===== src/rtl/cam_rst_seq.sv =====
// Camera power/reset sequencer: resets the PLL, waits for a filtered lock,
// then walks the image sensor out of power-down and reset before releasing
// the downstream system reset. Lock loss or restart resequences from PLL_RST.
//
// Handshake: restart is a single-cycle request with no ready/ack; it is
// acted on at the edge where it is sampled high and needs no hold.
module cam_rst_seq #(
  parameter int unsigned PLL_RST_LEN  = 4,
  parameter int unsigned LOCK_FILT    = 8,
  parameter int unsigned LOCK_TIMEOUT = 1000,
  parameter int unsigned PWDN_DLY     = 16,
  parameter int unsigned RST_DLY      = 32
) (
  input  logic       clk,
  input  logic       rst,
  input  logic       lock,
  input  logic       restart,
  output logic       pll_reset,
  output logic       sys_rst,
  output logic       cam_pwdn,
  output logic       cam_rst_n,
  output logic       ready,
  output logic [3:0] retry_cnt,
  output logic [7:0] loss_cnt,
  output logic [2:0] state_dbg
);

  typedef enum logic [2:0] {
    S_PLL_RST   = 3'd0,
    S_WAIT_LOCK = 3'd1,
    S_PWR_UP    = 3'd2,
    S_CAM_RST   = 3'd3,
    S_RUN       = 3'd4
  } state_t;

  // Terminal dwell values: a state lasting N cycles exits when dwell == N-1.
  localparam logic [15:0] PLL_END  = 16'(PLL_RST_LEN - 1);
  localparam logic [15:0] FILT_END = 16'(LOCK_FILT - 1);
  localparam logic [15:0] TO_END   = 16'(LOCK_TIMEOUT - 1);
  localparam logic [15:0] PWDN_END = 16'(PWDN_DLY - 1);
  localparam logic [15:0] RST_END  = 16'(RST_DLY - 1);

  state_t      state;
  state_t      state_nxt;
  logic [15:0] dwell;
  logic [15:0] filt;
  logic        sync_q1;
  logic        lock_s;
  logic        retry_inc;
  logic        loss_inc;
  logic        enter;
  logic        pll_reset_nxt;
  logic        sys_rst_nxt;
  logic        cam_pwdn_nxt;
  logic        cam_rst_n_nxt;
  logic        ready_nxt;

  assign state_dbg = state;

  // Two-flop synchronizer for the asynchronous PLL lock.
  always_ff @(posedge clk) begin
    if (rst) begin
      sync_q1 <= 1'b0;
      lock_s  <= 1'b0;
    end else begin
      sync_q1 <= lock;
      lock_s  <= sync_q1;
    end
  end

  // Next-state logic; restart overrides everything except rst.
  always_comb begin
    state_nxt = state;
    retry_inc = 1'b0;
    loss_inc  = 1'b0;
    case (state)
      S_PLL_RST: begin
        if (dwell == PLL_END) state_nxt = S_WAIT_LOCK;
      end
      S_WAIT_LOCK: begin
        // Filter completion wins over a coincident timeout.
        if (lock_s && (filt == FILT_END)) begin
          state_nxt = S_PWR_UP;
        end else if (dwell == TO_END) begin
          state_nxt = S_PLL_RST;
          retry_inc = 1'b1;
        end
      end
      S_PWR_UP: begin
        if (!lock_s) begin
          state_nxt = S_PLL_RST;
          loss_inc  = 1'b1;
        end else if (dwell == PWDN_END) begin
          state_nxt = S_CAM_RST;
        end
      end
      S_CAM_RST: begin
        if (!lock_s) begin
          state_nxt = S_PLL_RST;
          loss_inc  = 1'b1;
        end else if (dwell == RST_END) begin
          state_nxt = S_RUN;
        end
      end
      S_RUN: begin
        if (!lock_s) begin
          state_nxt = S_PLL_RST;
          loss_inc  = 1'b1;
        end
      end
      default: state_nxt = S_PLL_RST;
    endcase
    if (restart) begin
      state_nxt = S_PLL_RST;
      retry_inc = 1'b0;
      loss_inc  = 1'b0;
    end
  end

  // A restart re-enters PLL_RST even when already there.
  assign enter = restart || (state_nxt != state);

  // Output decode from the next state so outputs change with the state.
  always_comb begin
    pll_reset_nxt = (state_nxt == S_PLL_RST);
    cam_pwdn_nxt  = (state_nxt == S_PLL_RST) || (state_nxt == S_WAIT_LOCK);
    cam_rst_n_nxt = (state_nxt == S_CAM_RST) || (state_nxt == S_RUN);
    sys_rst_nxt   = (state_nxt != S_RUN);
    ready_nxt     = (state_nxt == S_RUN);
  end

  // State, dwell/filter counters, event counters and registered outputs.
  always_ff @(posedge clk) begin
    if (rst) begin
      state     <= S_PLL_RST;
      dwell     <= '0;
      filt      <= '0;
      retry_cnt <= '0;
      loss_cnt  <= '0;
      pll_reset <= 1'b1;
      sys_rst   <= 1'b1;
      cam_pwdn  <= 1'b1;
      cam_rst_n <= 1'b0;
      ready     <= 1'b0;
    end else begin
      state <= state_nxt;
      // RUN has no timed exit, so hold the dwell at full scale there.
      if (enter) dwell <= '0;
      else if (dwell != 16'hffff) dwell <= dwell + 16'd1;
      if (enter || !lock_s || (state != S_WAIT_LOCK)) filt <= '0;
      else filt <= filt + 16'd1;
      if (retry_inc && (retry_cnt != 4'hf)) retry_cnt <= retry_cnt + 4'd1;
      if (loss_inc && (loss_cnt != 8'hff)) loss_cnt <= loss_cnt + 8'd1;
      pll_reset <= pll_reset_nxt;
      sys_rst   <= sys_rst_nxt;
      cam_pwdn  <= cam_pwdn_nxt;
      cam_rst_n <= cam_rst_n_nxt;
      ready     <= ready_nxt;
    end
  end

endmodule


===== config.mk =====
export PLATFORM = sky130hd
export DESIGN_NAME = cam_rst_seq
export DESIGN_NICKNAME = d
export VERILOG_FILES = /design/src/rtl/cam_rst_seq.sv
export SDC_FILE = /design/constraint.sdc
export NUM_CORES = 1
export LEC_CHECK = 0
export CAP_MARGIN = 30
export CORE_UTILIZATION = 25
export DETAILED_ROUTE_END_ITERATION = 8
export MAX_ROUTING_LAYER = met4
export PLACE_DENSITY_LB_ADDON = 0.12
export REMOVE_ABC_BUFFERS = 1
export SLEW_MARGIN = 30
export SYNTH_ARGS = -nofsm -noshare
export SYNTH_HDL_FRONTEND = slang
export SYNTH_SLANG_ARGS = --single-unit

===== constraint.sdc =====
create_clock -name clk -period 2.8 [get_ports clk]
set_clock_uncertainty 0.2 [all_clocks]
set_input_delay 0.28 -clock clk [delete_from_list [all_inputs] [get_ports clk]]
set_output_delay 0.28 -clock clk [all_outputs]
set_load 0.01 [all_outputs]

Word level (Yosys, flattened, before mapping)

Cells that the tools add are included.

Flip-flop bits (word level): 54
Bits of input ports: 4
Output and inout bits: 20

$add $sub $neg: 4
Equality and inequality tests: 18
Muxes and demuxes: 17
Reductions and logical operators: 14

Operator list:

| operator                                               | number |
|---|---|
| adder 16 x 1 -> 16 bit (second input constant)         | 2 |
| 2-to-1 mux 3 bit                                       | 9 |
| equality test 16 x 10 -> 1 bit (second input constant) | 1 |
| equality test 16 x 2 -> 1 bit (second input constant)  | 1 |
| equality test 16 x 3 -> 1 bit (second input constant)  | 1 |
| equality test 16 x 4 -> 1 bit (second input constant)  | 1 |
| equality test 16 x 5 -> 1 bit (second input constant)  | 1 |
| inequality test 16 bit (second input constant)         | 1 |
| one-hot mux 3 bit (5 select lines)                     | 1 |
| equality test 3 x 2 -> 1 bit (second input constant)   | 3 |
| adder 8 x 1 -> 8 bit (second input constant)           | 1 |
| inequality test 8 bit (second input constant)          | 1 |
| 2-to-1 mux 1 bit                                       | 7 |
| equality test 3 x 1 -> 1 bit (second input constant)   | 2 |
| equality test 3 bit (second input constant)            | 2 |
| zero test 3 bit                                        | 2 |
| logical OR 1 bit                                       | 5 |
| adder 4 x 1 -> 4 bit (second input constant)           | 1 |
| inequality test 4 bit (second input constant)          | 1 |
| OR reduction 2 bit                                     | 2 |
| logical AND 1 bit                                      | 3 |
| inequality test 3 x 1 -> 1 bit (second input constant) | 1 |
| inequality test 3 bit                                  | 1 |
| inequality test 3 bit (second input constant)          | 1 |
| 2 further kinds                                        | 2 |

Depth between registers and ports, before layout

Gate-level depths: netlist of run 1.

Depth in word-level cells: 10
Depth in mapped cells: 10
Depth with buffers taken out: 7

Worst setup path before layout of run 1

Ideal clock, no wire load.

Kind: register to register
Start: register dwell[0]
End: register dwell[2]
Setup time: 116 ps
Arrival time: 1995 ps
Data required time: 2484 ps
Slack: 489 ps
Stages on the path, launching flop included: 10
Path buffers: 2
Clock period less this slack: 2311 ps
Path through: dfxtp_1 ha_1 buf_2 nor4b_2 nand4_2 o32a_1 a22oi_4 nand2b_1 buf_4 nor2_1

Longest elaborated chain between the ends: 8

Ends and longest elaborated chain:

| element                                                     | RTL line    | RTL |
|---|---|---|
| from (decl)                                                 | 45          | `logic [15:0] dwell;` |
| from (signal assigned)                                      | 149         | `else if (dwell != 16'hffff) dwell <= dwell + 16'd1;` |
| equality test 16 x 5 -> 1 bit, or another cell as far along | 101         | `end else if (dwell == RST_END) begin` |
| 2-to-1 mux 3 bit, on equally long branches                  | 101, 84, 93 |  |
| 2-to-1 mux 3 bit, on equally long branches                  | 98, 82, 90  |  |
| one-hot mux 3 bit (5 select lines)                          | 76          | `case (state)` |
| 2-to-1 mux 3 bit                                            | 113         | `if (restart) begin` |
| inequality test 3 bit                                       | 121         | `assign enter = restart \|\| (state_nxt != state);` |
| logical OR 1 bit                                            | 121         |  |
| OR reduction 2 bit (no line)                                | --          |  |

Parallel ways exist; a longest one is shown, timed or not.
A chain may end at the register's enable or synchronous reset.

Worst setup path in the final report of run 1

Start: register filt[0]
End: register filt[13]

Longest elaborated chain between the ends: 10

Ends and longest elaborated chain:

| element                            | RTL line | RTL |
|---|---|---|
| from (decl)                        | 46       | `logic [15:0] filt;` |
| from (signal assigned)             | 151      | `else filt <= filt + 16'd1;` |
| equality test 16 x 3 -> 1 bit      | 82       | `if (lock_s && (filt == FILT_END)) begin` |
| logical AND 1 bit                  | 82       |  |
| 2-to-1 mux 3 bit                   | 82       |  |
| one-hot mux 3 bit (5 select lines) | 76       |  |
| 2-to-1 mux 3 bit                   | 113      |  |
| inequality test 3 bit              | 121      |  |
| logical OR 1 bit                   | 121      |  |
| logical OR 1 bit (2 in a row)      | 150      | `if (enter \|\| !lock_s \|\| (state != S_WAIT_LOCK)) filt <= '0;` |
| OR reduction 2 bit (no line)       | --       |  |

Parallel ways exist; a longest one is shown, timed or not.

==> impl_results.md, run 1 <==
- Outcome: finished, final reports clean
- Final wirelength: about 5.8 mm
- Layout cells sized above 1: a little under a tenth
- Worst vdd ir: roughly 0.00020 V
- Rel. slew slack: 66.3%
- CTS root buf: clkbuf_8
- Worst setup SP type: flop
- Worst Path Required: around 2.8 ns
- Fill count: about 1200
- Detailed Route Iter0 Violations: between 80 and 90
- Yosys top cell area share: between 40% and 50%
- Synth async-reset ratio: 0%
- Max-cap viol count: 0
- Actual slew at the worst max-slew pin: approximately 0.5 ns
- Synth area leaders: dfxtp_1 40%, xor2_1 6.5%, nor2_1 6.1%
- GR peak layer: met2
- Period Utilization, post-route: between 80 and 90%
- Setup-failing EPs final: 0
- Clk buf depth: 2
- Clock transition at the registers of the reported paths: ~0.090 ns
- Congestion Overflow GR: 0
- Achievable Freq: 412 MHz
- Cells after Synth: ~300
- Nets: roughly 330
- # Post-CTS Setup Buffers: 0
- Cts hold-fix bufs: 0
- Routing usage on met1: 14.7%
- Register area share after synthesis: 40.2%
- Largest area contributor in the netlist: dfxtp_1
- Vias in the first global route: between 2000 and 2500
- #FFs+latches synth: 54
- Avg Inst Size Synth: 8.98 um^2
- Vias after detailed routing: 2121
- Core ar.: between 10000 and 15000 um^2
- Synth unique cells: between 50 and 60
- H-Tree Depth: 2
- Dpl cells: 450
- Grt met3 use: 2.66%
- Resize count post-CTS: 0
- Rows: 37
- Total Routing Usage GR: between 10% and 20%
- Most frequent cells in the layout: 54 x dfxtp_1, 44 x nor2_1, 23 x nand3_1, 23 x clkdlybuf4s50_1, 20 x xor2_1
- Largest net degree at the start of global routing: 17
- Pleak: about 1.0 nW
- CTS tree: built
- ANT nets after route: 0
- Placer congestion estimate: 0.710
- Commonest non-fill, non-tap cell in the layout: dfxtp_1
- Fin. Hold Viols: 0
- Clock sink count: between 50 and 60
- Syn Std Cell Area: roughly 2700 um^2
- Critical Path End Type: flop
- Post-Layout Cell Count: ~460
- Inserted Diodes: 0
- Die height: around 110 um
- CTS buffer count: 5
- Met2 GRT Util: around 17%
- Min Tclk post-route: between 2 and 2.5 ns
- RSZ-0062 raised after global routing: false
- Pwr/cell area: approximately 400 nW/um^2
- Final setup TNS: 0 ns
- Area growth syn-to-layout: 16.7%
- Max-slew violations: 0
- DR vias/cell: roughly 4.6
- Critical path class: reg -> reg
- CP Max Fanout: 16
- Buffers on Ports: 23
- Critical Path AT: roughly 2.4 ns
- Utilization after layout: approximately 30%
- Die width: 106 um
- Routed WL per cell: between 10 and 15 um
- I/O pins: 24
- Clk_lat worst skew: roughly 0.31 ns
- Ys Warns: 0
- Remaining DRCs: 0
- EDFF count, synth: 0
- Antenna violations before repair: 0
- Starting Density: 25.9%
- Main synth FF type: dfxtp_1
- First-pass GRT wire length: approximately 9.8 mm
- Min-Delay Path Class: reg -> reg
- Drt first pass iters: 4
- Detail Placement HPWL: ~4.2 mm
- Full die area: around 11000 um^2
-- report_power, final --
| part | internal (mW) | total (mW) | switching, mW |
|---|---|---|---|
| combinational | 0.0145 | 0.0318 | 0.0173 |
| clock | 0.200 | 0.454 | 0.253 |
| sequential | 0.770 | 0.773 | 0.00261 |
| total | 0.985 | 1.26 | 0.273 |
-- synthesized netlist by cell type (all sizes together) (2+ instances only) --
cell    instances
a21oi           8
a31oi           2
and2            3
and3            6
and4b           2
buf             9
clkbuf          5
dfxtp          54
ha              4
inv             8
mux2i           3
nand2          15
nand2b          2
nand3          23
nand3b          2
nand4          14
nor2           54
nor2b           3
nor3            8
nor4            7
nor4b           6
nor4bb          2
o21ai           6
or3             4
xnor2          12
xor2           20
-- per-stage QoR --
stage / cell area [um^2] / hold WS, ns / setup WS, ns / total power, mW
6_report: 3140 / 0.247 / 0.370 / 1.26
5_1_grt: 3140 / 0.262 / 0.171 / 1.32
4_1_cts: 3140 / 0.256 / 0.405 / 1.29
3_5_place_dp: 3040 / 0.232 / 0.322 / 0.823
3_3_place_gp: 3040 / 0.221 / 0.358 / 0.823
2_1_floorplan: 2590 / 0.149 / 0.237 / 0.803
-- logic make-up (layout without fill, tap and decap cells) --
| logic type | after synthesis | in the layout | synth area share [%] |
|---|---|---|---|
| and+or+nand+nor | 157 | 157 | 34.5 |
| buffers and inverters | 22 | 45 | 4.84 |
| DFF | 54 | 54 | 40.2 |
| AOI/OAI and AO/OA | 27 | 27 | 6.99 |
| adders and majority gates | 4 | 4 | 1.86 |
| muxes | 3 | 3 | 1.12 |
| xor gates and xnor gates | 32 | 32 | 10.4 |
-- routing by layer --
metal  wire length [um]  up-vias
met5                  0        -
met4                 96        0
met3                150        7
met2               2610       20
met1               2920     1009
li1                   -     1085
-- worst max-delay path: stages, from the launching register on --
cell      delay [ns]
dfxtp_1         0.37
ha_1            0.23
nor4bb_1        0.43
nand4_1         0.25
nand4_1         0.17
o211a_1         0.24
or3_1           0.17
buf_12          0.19
nor2_1          0.06
-- layout make-up --
class | instances | area, um^2 | area share, %
Sequential cell | 54 | 1080 | 34.5
Tap cell | 136 | 170 | 5.43
Multi-Input combinational cell | 223 | 1480 | 47.0
Inverter | 8 | 30.0 | 0.958
Timing Repair Buffer | 29 | 288 | 9.18
Clock buffer | 7 | 86.3 | 2.75
Clock inverter | 1 | 5.00 | 0.160
-- sequential cells by signal, indices dropped and copies added (netlist names), 3 cells and up --
signal / count
loss_cnt: 8
state_dbg: 3
retry_cnt: 4
dwell: 16
filt: 16
-- worst paths after layout --
check | start | end | slack [ns] | cells after the start
worst min register to register | sync_q1 | lock_s | 0.25 | 1
worst max register to register | filt[0] | filt[13] | 0.37 | 8
worst min-delay path | sync_q1 | lock_s | 0.25 | 1
worst max-delay path | filt[0] | filt[13] | 0.37 | 8
Power figures use the tool's default switching activity.
==> run 2, diff against run 1 <==
- CORE_MARGIN: not set -> 3
==> run 2 against run 1 <==
Effect of this change:
- sequential share of layout area decreased by 0.16 points
- sequential power about the same
- critical path depth unchanged
- first-iteration DRC count increased by 1.2%
- utilization increased by 0.14 points
- count of clock-buffer cells in the layout unchanged
- cell area increased by 0.48%
- maximum frequency increased by 0.62%
- non-clock buffer count unchanged
- via count decreased by 1.1%
- critical path type unchanged
- critical endpoint is now dwell[8]
- largest cell class unchanged
- largest power group unchanged
- highest routed layer unchanged
==> impl_results.md, run 2 (same netlist as run 1, synthesis figures left out) <==
- Outcome: finished, final reports clean
- Worst vdd ir: 0.000173 V (-12%)
- Final worst slack: 0.385 ns (+0.0149 ns)
- Nets: 329 (unchanged)
- Congestion Overflow GR: 0 (unchanged)
- Vias after detailed routing: 2097 (-1.1%)
- Pre-CTS setup slack: 0.297 ns (-0.0245 ns)
- Min-Delay Path Class: reg -> reg
- # Post-CTS Setup Buffers: 0 (unchanged)
- Max-cap viol count: 0 (unchanged)
- Detail Placement HPWL: 4.19 mm (+0.35%)
- CTS root buf: clkbuf_8
- Clk_lat worst skew: 0.30 ns (about the same)
- Min Tclk post-route: 2.41 ns (-0.0149 ns)
- Pwr/cell area: 421 nW/um^2 (+4.9%)
- Remaining DRCs: 0 (unchanged)
- Placer congestion estimate: 0.747 (+5.2%)
- Drt first pass iters: 4 (unchanged)
- RSZ-0062 raised after global routing: false
- Antenna violations before repair: 0 (unchanged)
- Layout cells sized above 1: 8.70% (-0.31 points)
- Final wirelength: 5.72 mm (-0.95%)
- Dpl cells: 450 (unchanged)
- Area growth syn-to-layout: 17.3%
- CTS tree: built
- CTS buffer count: 5 (unchanged)
- Routed WL per cell: 12.5 um (-0.95%)
- CP Max Fanout: 10 (-6)
- Clock transition at the registers of the reported paths: 0.10 ns (about the same)
- Buffers on Ports: 23 (unchanged)
- Critical path class: reg -> reg
- Rel. slew slack: 68.2% (+1.9 points)
- Period Utilization, post-route: 86.2% (-0.53 points)
- Die width: 110 um (+3.8%)
- Max-slew violations: 0 (unchanged)
- Pleak: 1.05 nW (+0.40%)
- Rows: 37 (unchanged)
- Critical Path End Type: flop
- Worst Path Required: 2.79 ns (-0.02 ns)
- Worst setup SP type: flop
- First-pass GRT wire length: 9.94 mm (+0.99%)
- Full die area: 12000 um^2 (+7.7%)
- Core ar.: 10400 um^2 (unchanged)
- Fin. Hold Viols: 0 (unchanged)
- Final setup TNS: 0 ns (unchanged)
- Resize count post-CTS: 0 (unchanged)
- I/O pins: 24 (unchanged)
- Clk buf depth: 2 (unchanged)
- ANT nets after route: 0 (unchanged)
- Clock sink count: 54 (unchanged)
- Setup-failing EPs final: 0 (unchanged)
- Fill count: 1126 (-3.8%)
- Reg2reg setup slack: 0.39 ns (about the same)
- Commonest non-fill, non-tap cell in the layout: dfxtp_1
- Die height: 110 um (+3.8%)
- Actual slew at the worst max-slew pin: 0.470 ns (-0.0287 ns)
- Starting Density: 25.9% (unchanged)
- Total Routing Usage GR: 10.6% (-0.68 points)
- Detailed Route Iter0 Violations: 85 (+1.2%)
- Inserted Diodes: 0 (unchanged)
- Post-Layout Cell Count: 458 (unchanged)
- H-Tree Depth: 2 (unchanged)
- Most frequent cells in the layout: 54 x dfxtp_1, 44 x nor2_1, 23 x nand3_1, 23 x clkdlybuf4s50_1, 20 x xor2_1
- Largest net degree at the start of global routing: 17 (unchanged)
- Top flop regs: dwell: 16 flops, filt: 16 flops, loss_cnt: 8 flops
- DR vias/cell: 4.58 (-1.1%)
- Vias in the first global route: 1996 (-0.80%)
- Achievable Freq: 414 MHz (+0.62%)
- Critical Path AT: 2.41 ns (-0.02 ns)
- Cts hold-fix bufs: 0 (unchanged)
==> run 2: cell types whose count changed in the layout (fill, tap and decap cells not counted) <==
cell and change:
clkbuf_8 -1, bufinv_16 +1, clkbuf_1 +1, clkinv_2 -1
==> run 2: through the flow <==
stage               hold WS [ns]  power, mW  util [%]  instance area [um^2]
floorplan                  0.149      0.803         -                  2590
global placement           0.227      0.823      29.4                  3040
detailed placement         0.235      0.824      29.4                  3040
CTS                        0.258       1.36      30.4                  3150
global route               0.277       1.40      30.4                  3150
finish                     0.253       1.33      30.4                  3150
==> run 2: path summary, 6_finish.rpt <==
| path | to | cells past startpoint | from |
|---|---|---|---|
| setup reg to reg | dwell[8] | 8 | dwell[0] |
| setup / recovery | dwell[8] | 8 | dwell[0] |
| hold reg to reg | lock_s | 1 | sync_q1 |
| hold / removal | lock_s | 1 | sync_q1 |
==> run 2: report_power, final <==
| group | internal, mW | total, mW | switching [mW] |
|---|---|---|---|
| registers | 0.770 | 0.773 | 0.00287 |
| logic | 0.0145 | 0.0317 | 0.0172 |
| clock network | 0.268 | 0.522 | 0.254 |
==> run 2: routing by layer <==
| metal | up-vias | global-route usage [%] | share of wire (%) |
|---|---|---|---|
| li1 | 1089 | - | - |
| met1 | 980 | 14.3 | 50 |
| met2 | 26 | 16.1 | 47 |
| met3 | 2 | 2.11 | 2.1 |
| met4 | 0 | 2.94 | 0.77 |
| met5 | - | - | 0 |
==> run 2: worst max-delay path: stages, from the launching register on <==
cell,delay [ns]
dfxtp_1,0.38
ha_1,0.18
nor4b_2,0.33
nand4_2,0.22
o32a_1,0.42
a22oi_4,0.21
nand2b_1,0.13
buf_4,0.18
nor2_1,0.06
==> run 2: cell type report <==
cell class / instances / area [um^2] / area share, %
sequential: 54 / 1080 / 34.3
clock inverter: 1 / 30.0 / 0.953
tap: 136 / 170 / 5.40
multi-input combinational: 223 / 1480 / 46.8
inverter: 8 / 30.0 / 0.953
clock buffer: 7 / 76.3 / 2.42
timing repair buffer: 29 / 288 / 9.13
==> run 3, diff against run 2 <==
- clock period: 2.8 -> 2.9 ns (I/O delays scaled with it)
==> run 3 against run 2 <==
Effect of this change:
- cell area is 0.60% lower
- critical path depth shrank 1
- maximum frequency shrank 2.9%
- register-to-register slack better by 0.03 ns
- count of clock-buffer cells in the layout decreased by 1
- combinational power down 6.9%
- utilization fell by 0.18 points
- setup slack improved by 0.027 ns
==> impl_results.md, run 3 (same netlist as run 1, synthesis figures left out) <==
- Critical path class: reg -> reg
- Clk buf depth: 2 (unchanged)
- Setup-failing EPs final: 0 (unchanged)
- Actual slew at the worst max-slew pin: 0.497 ns (+0.0270 ns)
- Remaining DRCs: 0 (unchanged)
- Clk_lat worst skew: 0.31 ns (about the same)
- Pleak: 1.04 nW (-0.93%)
- Resize count post-CTS: 0 (unchanged)
- Final wirelength: 5.76 mm (+0.59%)
- Die width: 110 um (unchanged)
- ANT nets after route: 0 (unchanged)
- Max-slew violations: 0 (unchanged)
- Congestion Overflow GR: 0 (unchanged)
- Fill count: 1123 (-0.27%)
- Clock sink count: 54 (unchanged)
- Fin. Hold Viols: 0 (unchanged)
- Worst Path Required: 2.89 ns (+0.10 ns)
- Min Tclk post-route: 2.49 ns (+0.0730 ns)
- Outcome: finished, final reports clean
- Worst vdd ir: 0.000177 V (+2.2%)
- Reg2reg setup slack: 0.41 ns (+0.03 ns)
- CP max stage delay: 0.42 ns (about the same)
- Detailed Route Iter0 Violations: 87 (+2.4%)
- Max-cap viol count: 0 (unchanged)
- Pre-CTS setup slack: 0.401 ns (+0.104 ns)
- Rows: 37 (unchanged)
- Core ar.: 10400 um^2 (unchanged)
- Final setup TNS: 0 ns (unchanged)
- Detail Placement HPWL: 4.15 mm (-0.85%)
- Worst setup SP type: flop
- CTS tree: built
- Pwr/cell area: 392 nW/um^2 (-6.9%)
- Vias in the first global route: 1999 (+0.15%)
- Period Utilization, post-route: 85.8% (-0.46 points)
- Most frequent cells in the layout: 54 x dfxtp_1, 44 x nor2_1, 23 x nand3_1, 23 x clkdlybuf4s50_1, 20 x xor2_1
- Largest net degree at the start of global routing: 18 (+1)
- CTS root buf: clkbuf_8
- Worst path buffer plus inverter count: 0 (-1)
- Drt first pass iters: 4 (unchanged)
- Rel. slew slack: 66.4% (-1.8 points)
- Routed WL per cell: 12.6 um (+0.81%)
- Min-Delay Path Class: reg -> reg
- Placer congestion estimate: 0.762 (+2.0%)
- Critical Path AT: 2.47 ns (+0.06 ns)
- Area growth syn-to-layout: 16.6%
- Full die area: 12000 um^2 (unchanged)
- Layout cells sized above 1: 9.03% (+0.34 points)
- CTS buffer count: 5 (unchanged)
- Nets: 328 (-0.30%)
- Cts hold-fix bufs: 0 (unchanged)
- Buffers on Ports: 23 (unchanged)
- Slowest-stage cell, CP: o32a_1
- DR vias/cell: 4.60 (+0.55%)
- Critical-path cell list: ha_1 > nor4b_2 > nand4_2 > o32a_1 > a22oi_4 > nand2b_1 > nor2_1
- Antenna violations before repair: 0 (unchanged)
- Achievable Freq: 402 MHz (-2.9%)
- I/O pins: 24 (unchanged)
- Vias after detailed routing: 2104 (+0.33%)
- H-Tree Depth: 2 (unchanged)
- CP Max Fanout: 10 (unchanged)
- # Post-CTS Setup Buffers: 0 (unchanged)
- Top flop regs: dwell: 16 flops, filt: 16 flops, loss_cnt: 8 flops
- Inserted Diodes: 0 (unchanged)
- RSZ-0062 raised after global routing: false
- Total Routing Usage GR: 10.6% (+0.028 points)
- Commonest non-fill, non-tap cell in the layout: dfxtp_1
- Final worst slack: 0.412 ns (+0.0270 ns)
- Critical Path End Type: flop
- Die height: 110 um (unchanged)
- First-pass GRT wire length: 9.87 mm (-0.63%)
- Utilization after layout: 30.2% (-0.18 points)
- Clock transition at the registers of the reported paths: 0.11 ns (about the same)
- Starting Density: 25.9% (unchanged)
- CP top delay family: simple AND/OR/NAND/NOR gates
[run 3: changes by cell type in the layout (fill, tap and decap cells not counted), sizes merged]
cell / delta
buf: -1
bufinv: -1
clkbuf: -1
clkinv: +1
clkinvlp: +1
[run 3: area by class of cell]
type / instances / area, um^2 / area share [%]
timing repair buffer: 28 / 280 / 8.95
multi-input combinational: 223 / 1480 / 47.1
inverter: 8 / 30.0 / 0.959
clock buffer: 6 / 82.6 / 2.64
sequential: 54 / 1080 / 34.5
clock inverter: 2 / 12.5 / 0.400
tap: 136 / 170 / 5.43
[run 3: power by group]
part | internal (mW) | switching, mW | total, mW | leakage (nW)
Clock | 0.193 | 0.259 | 0.451 | 0.0472
Sequential | 0.744 | 0.00295 | 0.747 | 0.436
Combinational | 0.0131 | 0.0164 | 0.0295 | 0.554
Total | 0.950 | 0.278 | 1.23 | 1.04
[run 3: worst paths after layout]
kind | endpoint | from | cells past startpoint
worst max-delay path | dwell[4] | dwell[0] | 7
worst min-delay path | lock_s | sync_q1 | 1
worst max register to register | dwell[4] | dwell[0] | 7
worst min register to register | lock_s | sync_q1 | 1
[run 3: per-layer routing]
metal  GRT usage, %  share of wire, %  vias to the layer above
li1               -                 -                     1087
met1           14.0                51                      985
met2           16.1                45                       28
met3           2.52               3.0                        4
met4           3.21              0.99                        0
met5              -                 0                        -
[run 3: stage by stage]
step	cells	area, um^2	hold WS (ns)	power, mW
6_report	457	3130	0.247	1.23
5_1_grt	457	3130	0.270	1.28
4_1_cts	457	3130	0.250	1.25
3_5_place_dp	449	3040	0.224	0.794
3_3_place_gp	449	3040	0.222	0.794
2_1_floorplan	285	2590	0.159	0.776
[run 3: worst reg2reg max path, delay by kind of cell, from the launching register on]
kind | cells | cell delay (ns)
AO/OA/AOI/OAI | 2 | 0.63
adder cells (fa/ha/maj) | 1 | 0.19
flip-flops | 1 | 0.39
AND/OR/NAND/NOR | 4 | 0.96
==> patch, RTL diff (settings of run 3) <==
Register the output `retry_cnt` once more, without a reset; this adds one clock of latency there. The other outputs are not delayed to match.
--- a/src/rtl/cam_rst_seq.sv
+++ b/src/rtl/cam_rst_seq.sv
@@ -39,6 +39,8 @@
   localparam logic [15:0] TO_END   = 16'(LOCK_TIMEOUT - 1);
   localparam logic [15:0] PWDN_END = 16'(PWDN_DLY - 1);
   localparam logic [15:0] RST_END  = 16'(RST_DLY - 1);
+
+  logic [3:0] retry_cnt_s0;
 
   state_t      state;
   state_t      state_nxt;
@@ -135,7 +137,7 @@
       state     <= S_PLL_RST;
       dwell     <= '0;
       filt      <= '0;
-      retry_cnt <= '0;
+      retry_cnt_s0 <= '0;
       loss_cnt  <= '0;
       pll_reset <= 1'b1;
       sys_rst   <= 1'b1;
@@ -149,7 +151,7 @@
       else if (dwell != 16'hffff) dwell <= dwell + 16'd1;
       if (enter || !lock_s || (state != S_WAIT_LOCK)) filt <= '0;
       else filt <= filt + 16'd1;
-      if (retry_inc && (retry_cnt != 4'hf)) retry_cnt <= retry_cnt + 4'd1;
+      if (retry_inc && (retry_cnt_s0 != 4'hf)) retry_cnt_s0 <= retry_cnt_s0 + 4'd1;
       if (loss_inc && (loss_cnt != 8'hff)) loss_cnt <= loss_cnt + 8'd1;
       pll_reset <= pll_reset_nxt;
       sys_rst   <= sys_rst_nxt;
@@ -159,5 +161,9 @@
     end
   end
 
+  always_ff @(posedge clk) begin
+    retry_cnt <= retry_cnt_s0;
+  end
+
 endmodule
 
Check against the original RTL: no difference found for any inputs over 10 cycles, from zero or initial values and one cycle with rst high; that may be too few to reach the edited logic, so the function may still have changed.
==> patch against run 3 <==
- sequential cell count rose by 4
- wire length rose by 6.1%
- power rose by 35%
- count of clock-buffer cells in the layout rose by 5
- worst setup slack improved by 0.13 ns
- fmax rose by 5.4%
- final area rose by 7.0%
- core utilization rose by 2.0 points
- area after synthesis rose by 0.88%
- synthesized cell count fell by 1.0%
- non-clock buffer count rose by 3
- critical endpoint is now filt[15]
- largest cell class unchanged
- highest routed layer unchanged
==> patch: results (changes against run 3) <==
stage,metric,value,unit,change
route,wl_met2,2.70,mm,was 2.60 mm
cells_and_area,fin_nets,338,,was 328
status,status,completed,,unchanged
cells_and_area,clock_area_frac,0.0654,,was 0.0304
power,seq-power,0.802,mW,was 0.747 mW
timing,fmax,0.424,GHz,was 0.402 GHz
global_routing,use_met2,0.154,,was 0.161
place,dpl_cell_area,3130,um2,was 3040 um2
cells_and_area,multi_input_area_share,0.442,,was 0.471
worst_setup_path,r2r_slack,0.54,ns,was 0.41 ns
worst_setup_path,slowest_delay,0.44,ns,was 0.42 ns
cells_and_area,seq_share,0.347,,was 0.345
global_routing,grt_pass1_wl,10.1,mm,was 9.87 mm
logic_synthesis,yosysUniqueCellTypes,45,,was 55
clocking,ctsHtreeMaxLevel,3,,was 2
global_routing,grtUsageMet3,0.0414,,was 0.0252
place,dp.cells,455,,was 449
route,wl_per_cell,13.0,um,was 12.6 um
logic_synthesis,synth_top_area_frac,0.428,,was 0.402
route,drt-met1-wl,3.15,mm,was 2.92 mm
route,drt_iter0_drc,93,,was 87
cells_and_area,drive_gt1_frac,0.122,,was 0.0903
power,pwr.group.combinational,0.0263,mW,was 0.0295 mW
clocking,insertion_delay,0.33,ns,was 0.31 ns
cells_and_area,clockBufferCount,11,,was 6
place,pre_cts_slack,0.211,ns,was 0.401 ns
cells_and_area,layout.nonclk_buf_frac,0.0867,,was 0.0895
power,irDropWorstVdd,0.244,mV,was 0.177 mV
worst_setup_path,path_delay_family,compound AO/OA/AOI/OAI gates,,was simple AND/OR/NAND/NOR gates
patch: changes by cell type after synthesis, sizes merged, moves of 5 or more:
cell / change
buf: -6
xor2: -14
xnor2: +13
nor4: +6
nor2: -18
nor4b: -6
nor3: +16
a211oi: +5
patch: how the worst min path moves through the flow:
stage,startpoint,end,cells after the start
2_1_floorplan,retry_cnt_s0[3],retry_cnt[3],0
6_report,retry_cnt_s0[3],retry_cnt[3],0
3_3_place_gp,retry_cnt_s0[1],retry_cnt[1],0
5_1_grt,retry_cnt_s0[3],retry_cnt[3],0
3_5_place_dp,retry_cnt_s0[3],retry_cnt[3],0
4_1_cts,retry_cnt_s0[3],retry_cnt[3],0
patch: kinds of logic (layout without fill, tap and decap cells):
kind of cell | count (synthesis) | count (layout) | share of synthesized area
xor+xnor | 31 | 31 | 0.100
fa+ha+maj | 4 | 4 | 0.0185
flops | 58 | 58 | 0.428
compound gates | 38 | 38 | 0.114
mux | 1 | 1 | 0.00369
simple gates | 148 | 148 | 0.310
buf+inv | 16 | 55 | 0.0259
